**src/rtl/axi_lite_gpio_slave.sv**
```systemverilog
// AXI4-Lite GPIO slave: OUT/OE registers, synchronized pad inputs and
// rising-edge capture register.
// Ports:
//   aclk, aresetn        clock, asynchronous active-low reset
//   s_aw*/s_w*/s_b*      AXI4-Lite write address/data/response channels
//   s_ar*/s_r*           AXI4-Lite read address/data channels
//   gpio_in              asynchronous pad inputs
//   gpio_out, gpio_oe    pad output data and output enables (1 = drive)
module axi_lite_gpio_slave #(
  parameter int unsigned GPIO_W = 16,
  parameter int unsigned ADDR_W = 8
) (
  input  logic              aclk,
  input  logic              aresetn,
  input  logic [ADDR_W-1:0] s_awaddr,
  input  logic              s_awvalid,
  output logic              s_awready,
  input  logic [31:0]       s_wdata,
  input  logic [3:0]        s_wstrb,
  input  logic              s_wvalid,
  output logic              s_wready,
  output logic [1:0]        s_bresp,
  output logic              s_bvalid,
  input  logic              s_bready,
  input  logic [ADDR_W-1:0] s_araddr,
  input  logic              s_arvalid,
  output logic              s_arready,
  output logic [31:0]       s_rdata,
  output logic [1:0]        s_rresp,
  output logic              s_rvalid,
  input  logic              s_rready,
  input  logic [GPIO_W-1:0] gpio_in,
  output logic [GPIO_W-1:0] gpio_out,
  output logic [GPIO_W-1:0] gpio_oe
);

  localparam int unsigned DATA_W = 32;
  localparam logic [1:0] RESP_OKAY   = 2'b00;
  localparam logic [1:0] RESP_SLVERR = 2'b10;
  localparam logic [ADDR_W-1:0] OFF_OUT  = ADDR_W'(4'h0);
  localparam logic [ADDR_W-1:0] OFF_OE   = ADDR_W'(4'h4);
  localparam logic [ADDR_W-1:0] OFF_IN   = ADDR_W'(4'h8);
  localparam logic [ADDR_W-1:0] OFF_EDGE = ADDR_W'(4'hC);

  typedef enum logic {W_IDLE, W_RESP} wstate_e;
  typedef enum logic {R_IDLE, R_DATA} rstate_e;

  // Byte strobes expanded to a per-bit mask over the implemented GPIO bits.
  function automatic logic [GPIO_W-1:0] strb_mask(input logic [3:0] strb);
    return GPIO_W'({{8{strb[3]}}, {8{strb[2]}}, {8{strb[1]}}, {8{strb[0]}}});
  endfunction

  wstate_e           wstate_q, wstate_d;
  rstate_e           rstate_q, rstate_d;
  logic              aw_held_q, aw_held_d, w_held_q, w_held_d;
  logic [ADDR_W-1:0] awaddr_q;
  logic [GPIO_W-1:0] wdata_q, wmask_q;
  logic              awready_q, awready_d, wready_q, wready_d;
  logic              bvalid_q, bvalid_d, arready_q, arready_d, rvalid_q, rvalid_d;
  logic [1:0]        bresp_q, bresp_d, rresp_q, rresp_d;
  logic [DATA_W-1:0] rdata_q, rdata_d;
  logic [GPIO_W-1:0] out_q, out_d, oe_q, oe_d, edge_q, edge_d, edge_clr;
  // sync3_q is the previous-cycle copy of the synchronized input for edge detect.
  logic [GPIO_W-1:0] sync1_q, sync2_q, sync3_q;

  logic              aw_hs, w_hs, ar_hs, wr_en, wr_ok;
  logic [ADDR_W-1:0] wr_addr;
  logic [GPIO_W-1:0] wr_data, wr_mask;
  logic [DATA_W-1:0] rd_data;
  logic [1:0]        rd_resp;
  logic              unused_wdata;

  assign unused_wdata = ^s_wdata;

  assign aw_hs   = s_awvalid & awready_q;
  assign w_hs    = s_wvalid & wready_q;
  assign ar_hs   = s_arvalid & arready_q;
  // Use the live channel in its handshake cycle, the captured copy otherwise.
  assign wr_addr = aw_hs ? s_awaddr : awaddr_q;
  assign wr_data = w_hs ? s_wdata[GPIO_W-1:0] : wdata_q;
  assign wr_mask = w_hs ? strb_mask(s_wstrb) : wmask_q;
  assign wr_ok   = (wr_addr == OFF_OUT) || (wr_addr == OFF_OE) || (wr_addr == OFF_EDGE);

  // Write FSM: collect AW and W in any order, commit, then hold B until taken.
  always_comb begin
    wstate_d  = wstate_q;
    aw_held_d = aw_held_q;
    w_held_d  = w_held_q;
    awready_d = 1'b0;
    wready_d  = 1'b0;
    bvalid_d  = bvalid_q;
    bresp_d   = bresp_q;
    wr_en     = 1'b0;
    case (wstate_q)
      W_IDLE: begin
        aw_held_d = aw_held_q | aw_hs;
        w_held_d  = w_held_q | w_hs;
        if (aw_held_d && w_held_d) begin
          wr_en     = 1'b1;
          wstate_d  = W_RESP;
          bvalid_d  = 1'b1;
          bresp_d   = wr_ok ? RESP_OKAY : RESP_SLVERR;
          aw_held_d = 1'b0;
          w_held_d  = 1'b0;
        end else begin
          awready_d = ~aw_held_d;
          wready_d  = ~w_held_d;
        end
      end
      W_RESP: begin
        if (s_bready) begin
          bvalid_d  = 1'b0;
          wstate_d  = W_IDLE;
          awready_d = 1'b1;
          wready_d  = 1'b1;
        end
      end
      default: wstate_d = W_IDLE;
    endcase
  end

  // Read decode of the live AR address; register values are pre-update.
  always_comb begin
    rd_data = '0;
    rd_resp = RESP_OKAY;
    case (s_araddr)
      OFF_OUT:  rd_data = DATA_W'(out_q);
      OFF_OE:   rd_data = DATA_W'(oe_q);
      OFF_IN:   rd_data = DATA_W'(sync2_q);
      OFF_EDGE: rd_data = DATA_W'(edge_q);
      default:  rd_resp = RESP_SLVERR;
    endcase
  end

  // Read FSM: capture data on AR handshake, hold R until taken.
  always_comb begin
    rstate_d  = rstate_q;
    arready_d = 1'b0;
    rvalid_d  = rvalid_q;
    rdata_d   = rdata_q;
    rresp_d   = rresp_q;
    case (rstate_q)
      R_IDLE: begin
        if (ar_hs) begin
          rstate_d = R_DATA;
          rvalid_d = 1'b1;
          rdata_d  = rd_data;
          rresp_d  = rd_resp;
        end else begin
          arready_d = 1'b1;
        end
      end
      R_DATA: begin
        if (s_rready) begin
          rvalid_d  = 1'b0;
          rstate_d  = R_IDLE;
          arready_d = 1'b1;
        end
      end
      default: rstate_d = R_IDLE;
    endcase
  end

  // Register file update; a same-cycle edge set wins over a W1C clear.
  always_comb begin
    out_d    = out_q;
    oe_d     = oe_q;
    edge_clr = '0;
    if (wr_en) begin
      case (wr_addr)
        OFF_OUT:  out_d    = (out_q & ~wr_mask) | (wr_data & wr_mask);
        OFF_OE:   oe_d     = (oe_q & ~wr_mask) | (wr_data & wr_mask);
        OFF_EDGE: edge_clr = wr_data & wr_mask;
        default:  ;
      endcase
    end
    edge_d = (edge_q & ~edge_clr) | (sync2_q & ~sync3_q);
  end

  // State and datapath registers.
  always_ff @(posedge aclk or negedge aresetn) begin
    if (!aresetn) begin
      wstate_q  <= W_IDLE;
      rstate_q  <= R_IDLE;
      aw_held_q <= 1'b0;
      w_held_q  <= 1'b0;
      awaddr_q  <= '0;
      wdata_q   <= '0;
      wmask_q   <= '0;
      awready_q <= 1'b0;
      wready_q  <= 1'b0;
      bvalid_q  <= 1'b0;
      bresp_q   <= 2'b00;
      arready_q <= 1'b0;
      rvalid_q  <= 1'b0;
      rresp_q   <= 2'b00;
      rdata_q   <= '0;
      out_q     <= '0;
      oe_q      <= '0;
      edge_q    <= '0;
      sync1_q   <= '0;
      sync2_q   <= '0;
      sync3_q   <= '0;
    end else begin
      wstate_q  <= wstate_d;
      rstate_q  <= rstate_d;
      aw_held_q <= aw_held_d;
      w_held_q  <= w_held_d;
      if (aw_hs) awaddr_q <= s_awaddr;
      if (w_hs) begin
        wdata_q <= s_wdata[GPIO_W-1:0];
        wmask_q <= strb_mask(s_wstrb);
      end
      awready_q <= awready_d;
      wready_q  <= wready_d;
      bvalid_q  <= bvalid_d;
      bresp_q   <= bresp_d;
      arready_q <= arready_d;
      rvalid_q  <= rvalid_d;
      rresp_q   <= rresp_d;
      rdata_q   <= rdata_d;
      out_q     <= out_d;
      oe_q      <= oe_d;
      edge_q    <= edge_d;
      sync1_q   <= gpio_in;
      sync2_q   <= sync1_q;
      sync3_q   <= sync2_q;
    end
  end

  assign s_awready = awready_q;
  assign s_wready  = wready_q;
  assign s_bvalid  = bvalid_q;
  assign s_bresp   = bresp_q;
  assign s_arready = arready_q;
  assign s_rvalid  = rvalid_q;
  assign s_rresp   = rresp_q;
  assign s_rdata   = rdata_q;
  assign gpio_out  = out_q;
  assign gpio_oe   = oe_q;

endmodule

```
**config.mk**
```make
export PLATFORM = sky130hd
export DESIGN_NAME = axi_lite_gpio_slave
export DESIGN_NICKNAME = d
export VERILOG_FILES = /design/src/rtl/axi_lite_gpio_slave.sv
export SDC_FILE = /design/constraint.sdc
export NUM_CORES = 1
export LEC_CHECK = 0
export CAP_MARGIN = 10
export CORE_MARGIN = 2
export CORE_UTILIZATION = 35
export DETAILED_ROUTE_END_ITERATION = 10
export GPL_TIMING_DRIVEN = 0
export PLACE_DENSITY = 0.65
export SKIP_LAST_GASP = 1
export SYNTH_ARGS = -nofsm -noshare
export SYNTH_HDL_FRONTEND = slang
export SYNTH_SLANG_ARGS = --single-unit
```
**constraint.sdc**
```tcl
create_clock -name aclk -period 2.45 [get_ports aclk]
set_input_delay 0.3675 -clock aclk [delete_from_list [all_inputs] [get_ports aclk]]
set_output_delay 0.3675 -clock aclk [all_outputs]
set_load 0.02 [all_outputs]
```
=== Word level (Yosys, flattened, before mapping) ===
Cells that the tools add are included.

* Eq/ne operators: 9
* Muxes and demuxes: 31
* Bitwise gates (word level): 20
* Reduce and logical (&&, ||, !) cells: 12

{| class="wikitable"
|+ Operator list
! kind !! count
|-
| AND 16 bit || 5
|-
| two-way mux 16 bit || 4
|-
| one-hot mux 16 bit (4 select lines) || 1
|-
| NOT 16 bit || 3
|-
| OR 16 bit || 3
|-
| equality test 8 x 4 -> 1 bit (second input constant) || 3
|-
| equality test 8 x 3 -> 1 bit (second input constant) || 2
|-
| zero test 8 bit || 2
|-
| two-way mux 1 bit || 16
|-
| one-hot mux 1 bit (2 select lines) || 7
|-
| AND reduction 2 bit || 6
|-
| two-way mux 8 bit || 1
|-
| inequality test 2 bit (second input constant) || 4
|-
| two-way mux 2 bit || 2
|-
| NOT 1 bit || 4
|-
| OR reduction 4 bit || 1
|-
| AND 1 bit || 3
|-
| logical OR 1 bit || 2
|-
| OR 1 bit || 2
|-
| logical AND 1 bit || 1
|}

* Register bits after elaboration: 181
* Input port bits: 75
* Word-level logic and storage cells: 93

=== Depth between registers and ports, before layout ===
* Depth in word-level cells: 9
* Depth in mapped cells: 7
* Gate-level depth less buffers: 4

=== Worst setup path before layout ===
OpenSTA, ideal clock, no wires.

* Kind: input -> register
* Start: input s_awaddr[7]
* End: register with a tool-made name
* Setup time: 125 ps
* Data arrival time: 2212 ps
* Data required time: 2325 ps
* Setup slack: 113 ps
* Cell stages on the path: 5
* Path buffers: 1
* Cell sequence: or4_1 or4_4 buf_6 a2111oi_1 mux2_2

{| class="wikitable"
|+ RTL lines
! item !! line !! text
|-
| start: declaration || 15 || <nowiki>input logic [ADDR_W-1:0] s_awaddr,</nowiki>
|}

==> results.yml <==
outcome:
  outcome: "finished, final reports clean"
global_routing:
  grt_pass1_vias: 5224
  antenna_found_initial: 0
  overflow: 0
  grtUsageTotal_pct: 18.3
  grt_pass1_wl_mm: 28.6
  grt_max_degree: 116
detailed_routing:
  viasPerCell: 5.12
  ant_nets: 0
  wirelength_mm: 18.4
  wl_per_cell_um: 19.5
  firstDrtPassIters: 4
  drtIter0Drc: 302
  wl_met3_mm: 1.09
  vias: 4836
  top_layer_used: "met4"
  drcViolationCount: 0
  dr_wl_met2_mm: 9.12
  wl_met1_mm: 7.94
worst_setup_path:
  cp-start-kind: "primary input"
  crit_type: "primary input to flop"
  critPathMaxFanout: 10
  worstSetupEndpointType: "flop"
  cp.required_ns: 2.76
  cpMaxStageDelayCell: "clkdlybuf4s50_1"
  arrival_ns: 2.69
  crit_chain: "clkdlybuf4s50_1 -> a21oi_1 -> or3_1 -> clkbuf_1 -> buf_2 -> a2111oi_2 -> mux2_2"
  critPathMaxStageDelay_ns: 0.56
clock_network:
  cts_buffers: 17
  clk_latency_ns: 0.43
  clockBufferDepth: 2
  ctsRootBufferMaster: "clkbuf_16"
  cts_tree: "done"
  postCtsSetupBuffers: 0
  h-tree-depth: 4
  numClockSinks: 163
  clk_pin_slew_ns: 0.06
timing:
  hold_viol: 0
  tightest_slew_ns: 0.943
  finalHoldWorstSlack_ns: 0.230
  fmax_ghz: 0.421
  tns_ns: 0
  setup_viol: 0
  clock-skew-final_ns: 0.00943
  slew_viol_final: 0
  rsz0062_at_grt: "true"
  finalCriticalPeriod_ns: 2.38
  slew_headroom_pct: 37.2
  timing.final.crit_share_pct: 97.0
die:
  rows: 51
  die_area_mm2: 0.0209
  core_area_mm2: 0.0194
  die_x_um: 145
  start_util_pct: 35.6
  die_y_um: 145
  io_pins: 148
flow_run:
  drv_cap: 0
yosys:
  synth.cell_area_mm2: 0.00692
  ys_seq_area_share_pct: 59.0
  synth-seq-cells: 163
  synth_warnings: 0
  muxShareOfSynthArea_pct: 14.3
  synthAdderAreaFrac_pct: 0
  synth_top_family_by_area: "compound AO/OA/AOI/OAI gates"
  syn_avg_cell_area_um2: 13.4
  synth_xor_area_share_pct: 0
  synthDistinctLibCells: 35
  synthSimpleGateAreaFrac_pct: 4.11
  synth-compound-area-share_pct: 14.9
  syn_inst: 518
pwr:
  powerDensity_mw_per_mm2: 896
  vdd_drop_max_v: 0.000590
  p_leak_nw: 4.05
finish:
  nFillCells: 1753
  antenna_cells: 0
  drive_above_1_share_pct: 27.4
  area_growth_syn_to_layout_pct: 36.1
  final_util_pct: 48.5
  finalNetCount: 743
worst_hold_path:
  hp-class: "primary input to flop"
placement:
  routabilityCongestion: 0.895
  hpwl_mm: 12.8
  numPortBuffers: 109
worst max-delay path: cells and delay by family:
kind            cells  cell delay, ns
compound gates      2            0.52
buf+inv             3            1.10
simple gates        1            0.31
mux                 1            0.38
area by class of cell:
cell class	count	area (µm²)	share of cell area, %
sequential	163	4080	43.3
multi-input combinational	259	2660	28.3
timing repair buffer	114	1200	12.8
clock buffer	21	440	4.68
buffer	57	359	3.81
tap	265	332	3.52
inverter	56	210	2.23
clock inverter	9	133	1.41
worst paths after layout:
| check | start | endpoint | slack (ns) | cells after the start |
|---|---|---|---|---|
| max | s_awvalid | flop | 0.07 | 7 |
| min reg2reg | sync1_q[1] | sync2_q[1] | 0.35 | 0 |
| min | s_awaddr[4] | awaddr_q[4] | 0.23 | 2 |
| min in group asynchronous | aresetn | s_rdata[10] | 0.43 | 2 |
| max in group asynchronous | aresetn | async pin | 1.12 | 3 |
| max reg2reg | wstate_q | flop | 0.09 | 6 |
cell usage after synthesis (all sizes together):
cell type	count	area, µm²
dfrtp	163	4080
inv	56	210
mux2	55	619
a2111oi	48	526
buf	31	218
clkbuf	26	100
a21oi	21	105
a31oi	18	113
and4	17	149
a22o	16	140
mux4	16	360
o22ai	16	100
nand2	8	30.0
nor2	6	22.5
nand3	3	15.0
o21ai	3	15.0
or4	3	26.3
and3	2	12.5
nor4	2	12.5
a22oi	1	7.51
a32oi	1	8.76
and4b	1	10.0
conb	1	3.75
mux2i	1	10.0
o22a	1	8.76
o31ai	1	7.51
or3	1	6.26
kinds of logic after synthesis:
| kind of cell | count (synthesis) |
|---|---|
| AO/OA/AOI/OAI | 126 |
| buffers and inverters | 113 |
| flip-flops | 163 |
| multiplexers | 72 |
| other | 1 |
| AND/OR/NAND/NOR | 43 |
through the flow:
step | std cells | total power, mW | setup WS, ns | area, µm²
floorplan | 535 | 4.73 | 0.113 | 6980
global placement | 909 | 5.46 | -5.44 | 8400
detailed placement | 911 | 5.55 | -1.01 | 8450
CTS | 942 | 8.31 | -0.0866 | 9140
global route | 944 | 8.88 | -0.0539 | 9420
finish | 944 | 8.44 | 0.0732 | 9420
repair_timing:
| item | CTS | global route |
|---|---|---|
| resized for setup | 33 | 57 |
| endpoints found under the hold margin | 48 | 0 |
| hold buffers | 1 | 0 |
| setup endpoints to repair | 41 | 47 |
| pin swaps | 0 | 3 |
| gates cloned | 0 | 2 |
layer usage:
metal	global-route usage, %	up-vias
met4	7.10	0
li1	-	2205
met3	5.36	16
met5	0	-
met1	23.4	2479
met2	29.4	136
layout by cell type, fill, tap and decap left out, types with 9 or more instances in the layout:
master / n
and4_1: 17
clkdlybuf4s50_1: 104
a2111oi_4: 10
clkbuf_1: 18
mux4_2: 16
mux2_2: 54
clkbuf_16: 19
clkbuf_2: 9
dfrtp_1: 163
a2111oi_2: 28
o22ai_1: 16
inv_1: 56
a21oi_1: 21
a31oi_1: 17
a22o_1: 16
buf_4: 20
conb_1: 18
report_power, final:
group | internal [mW] | switching [mW] | leakage, nW | total [mW]
Clock | 1.59 | 1.04 | 0.273 | 2.63
Combinational | 0.822 | 1.50 | 1.80 | 2.33
Sequential | 3.18 | 0.296 | 1.98 | 3.48
Total | 5.60 | 2.84 | 4.05 | 8.44
Power figures use the tool's default switching activity.
==> RTL change 1: new RTL, same settings <==
The parameter `GPIO_W` goes from 16 to 24.
--- a/src/rtl/axi_lite_gpio_slave.sv
+++ b/src/rtl/axi_lite_gpio_slave.sv
@@ -7,7 +7,7 @@
 //   gpio_in              asynchronous pad inputs
 //   gpio_out, gpio_oe    pad output data and output enables (1 = drive)
 module axi_lite_gpio_slave #(
-  parameter int unsigned GPIO_W = 16,
+  parameter int unsigned GPIO_W = 24,
   parameter int unsigned ADDR_W = 8
 ) (
   input  logic              aclk,
Ports: changed (resized gpio_in, gpio_oe and gpio_out); port bits go from 148 to 172. No check against the original RTL was run, so the function may have changed too.
==> RTL change 1 against the unedited design <==
- the run now ends with setup timing left
- wire length up 48%
- critical path depth down 1
- fmax down 5.0%
- sequential cell count grew 72
- first-iteration DRC count is 60% higher
- area after synthesis grew 42%
- final cell count grew 39%
- power increased by 50%
- cell area grew 45%
- synthesized cell count increased by 39%
- clock power is 59% higher
- global-route usage rose by 0.18 points
- setup slack got worse by 0.13 ns
- combinational power is 51% higher
- largest cell class unchanged
- largest power group unchanged
==> RTL change 1: results (changes against the unedited design) <==
outcome -> complete, but fails checks
failing checks -> setup timing
final layout net count -> 990 (+33%)
leakage power summed over all cells -> 5.65 nW (+39%)
worst-case register-to-register setup slack -> -0.01 ns (-0.10 ns)
number of buffers inserted by port buffering -> 150 (+38%)
CTS sink count -> 235 (+44%)
Non-clock buffering overhead -> 14.0% (-2.5 points)
proportion of total power due to net switching -> 34.9% (+1.3 points)
global-route usage over all layers -> 18.5% (+0.18 points)
Fin Hold WS -> 0.277 ns (+0.0465 ns)
fraction of area in clock buffers and inverters -> 6.77% (+0.68 points)
data arrival time at the worst-slack endpoint -> 2.91 ns (+0.22 ns)
Power Sequential -> 4.96 mW (+43%)
met1 Use GR -> 24.9% (+1.5 points)
final critical-path setup slack -> -0.0529 ns (-0.126 ns)
Synth Area per Inst -> 13.6 um^2 (+2.0%)
non-clock inverter instance count of the final layout -> 80 (+43%)
via count of the routed design -> 6902 (+43%)
number of clock buffers in the layout -> 31 (+48%)
share of the final layout cell area in sequential cells -> 43.1% (-0.21 points)
maximum clock skew at final layout -> 0.00804 ns (-0.00139 ns)
number of setup violations in the final report -> 19 (+19)
part of the power in combinational logic -> 27.8% (+0.2 points)
multi-input gate share of the layout cell area -> 30.4% (+2.1 points)
multiplexer share of the synthesized area -> 14.7% (+0.36 points)
multi-input combinational gate total -> 348 (+34%)
met3 WL -> 2090 um (+92%)
[RTL change 1: changes by cell type after synthesis, sizes merged, moves of 8 or more]
cell / unedited run / this run
a2111oi: 48 / 72
a21oi: 21 / 29
a22o: 16 / 24
a31oi: 18 / 26
and4: 17 / 25
buf: 31 / 22
clkbuf: 26 / 45
dfrtp: 163 / 235
inv: 56 / 80
mux2: 55 / 79
mux4: 16 / 24
o22ai: 16 / 24
[RTL change 1: worst max-delay path by stage]
stage                      startpoint                    end  slack (ns)  depth (start not counted)
after floorplan           s_awaddr[7]               register        0.02                          6
after CTS                 s_awaddr[7]               register       -0.04                          7
final                     s_awaddr[7]               register       -0.05                          6
after global placement        aresetn  sync1_q[19]$_DFF_PN0_       -9.15                          1
after global routing      s_awaddr[4]               register       -0.11                          6
after detailed placement     s_wvalid   edge_q[13]$_DFF_PN0_       -1.23                          8
[RTL change 1: repair_timing]
action,CTS,global route
hold endpoints to repair,77,0
hold buffers,1,0
resized for setup,128,54
endpoints found under the setup margin,95,71
pin swaps,0,9
==> RTL change 2: new RTL, same settings <==
Without the edit above. `rdata_q` and `oe_q` no longer have a reset.
--- a/src/rtl/axi_lite_gpio_slave.sv
+++ b/src/rtl/axi_lite_gpio_slave.sv
@@ -194,9 +194,7 @@
       arready_q <= 1'b0;
       rvalid_q  <= 1'b0;
       rresp_q   <= 2'b00;
-      rdata_q   <= '0;
       out_q     <= '0;
-      oe_q      <= '0;
       edge_q    <= '0;
       sync1_q   <= '0;
       sync2_q   <= '0;
@@ -218,14 +216,17 @@
       arready_q <= arready_d;
       rvalid_q  <= rvalid_d;
       rresp_q   <= rresp_d;
-      rdata_q   <= rdata_d;
       out_q     <= out_d;
-      oe_q      <= oe_d;
       edge_q    <= edge_d;
       sync1_q   <= gpio_in;
       sync2_q   <= sync1_q;
       sync3_q   <= sync2_q;
     end
+  end
+
+  always_ff @(posedge aclk) begin
+    rdata_q <= rdata_d;
+    oe_q    <= oe_d;
   end
 
   assign s_awready = awready_q;
Check against the original RTL: differs if aresetn is asserted again (counterexample within 4 cycles, from zero or initial values and one cycle with aresetn low); with aresetn held inactive, the same outputs for 4 cycles.
==> RTL change 2 against the unedited design <==
- critical path type unchanged
- sequential cell count unchanged
- highest routed layer unchanged
- cell area fell by 3.3%
- critical path depth stayed put
- non-clock buffer count is 7 lower
- core utilization down 1.9 points
- area after synthesis is 0.98% higher
- setup slack better by 0.027 ns
- power rose by 0.99%
- wire length down 4.3%
==> RTL change 2: results (changes against the unedited design) <==
R2R Path Start -> s_wready$_DFF_PN0_
fill cell instance count of the final layout -> 1804 (+2.9%)
non-clock inverter instance count of the final layout -> 52 (-7.1%)
number of global-route vias before repair -> 5165 (-1.1%)
multi-input combinational gate total -> 299 (+15%)
Fin Hold WS -> 0.342 ns (+0.111 ns)
multiplexer share of the synthesized area -> 7.88% (-6.4 points)
relative area change from synthesis to final layout -> 30.4%
global-route usage over all layers -> 17.2% (-1.1 points)
fraction of area in clock buffers and inverters -> 6.01% (-0.081 points)
via count of the routed design -> 4903 (+1.4%)
number of iterations in the first detailed-routing pass -> 5 (+1)
synthesized netlist cell count -> 550 (+6.2%)
detailed-routed wire length on met2 -> 8670 um (-4.9%)
complex-gate fraction of the synthesized area -> 14.0% (-0.93 points)
beginning of the worst hold path -> sync1_q[13]$_DFF_PN0_
routed vias/inst -> 5.03 (-1.8%)
Cells on Worst Hold Path -> 0 (-2)
Tightest Hold Check Type -> reg -> reg
share of synthesized registers carrying an async set or reset -> 80.4% (-20 points)
global-route track usage on met2 -> 28.4% (-0.95 points)
net switching power -> 2.91 mW (+2.6%)
met3 WL -> 1130 um (+3.6%)
worst-case headroom to the max-slew limit -> 47.7% (+11 points)
outcome -> complete, no violations
maximum resistive drop on vdd -> 0.000653 V (+11%)
number of flops mapped to enable cells by yosys -> 32 (+32)
share of the final layout cell area in sequential cells -> 46.6% (+3.2 points)
sequential fraction of the synthesis area -> 60.7% (+1.7 points)
## RTL change 2: cell count changes in the layout (fill, tap and decap cells not counted), moves of 10 or more
cell                        before  now
sky130_fd_sc_hd__a2111oi_2      28   18
sky130_fd_sc_hd__nand2_1         7   29
sky130_fd_sc_hd__dfrtp_1       163  131
sky130_fd_sc_hd__a22o_1         16    0
sky130_fd_sc_hd__edfxtp_1        0   32
sky130_fd_sc_hd__nor2_1          6   41
sky130_fd_sc_hd__mux2_2         54   13
sky130_fd_sc_hd__a31oi_1        17    1
sky130_fd_sc_hd__a21oi_1        21    3
sky130_fd_sc_hd__and3_1          2   34
sky130_fd_sc_hd__a21boi_0        0   32
sky130_fd_sc_hd__and4_1         17    1
sky130_fd_sc_hd__o22ai_1        16   32
sky130_fd_sc_hd__or2_2           0   16
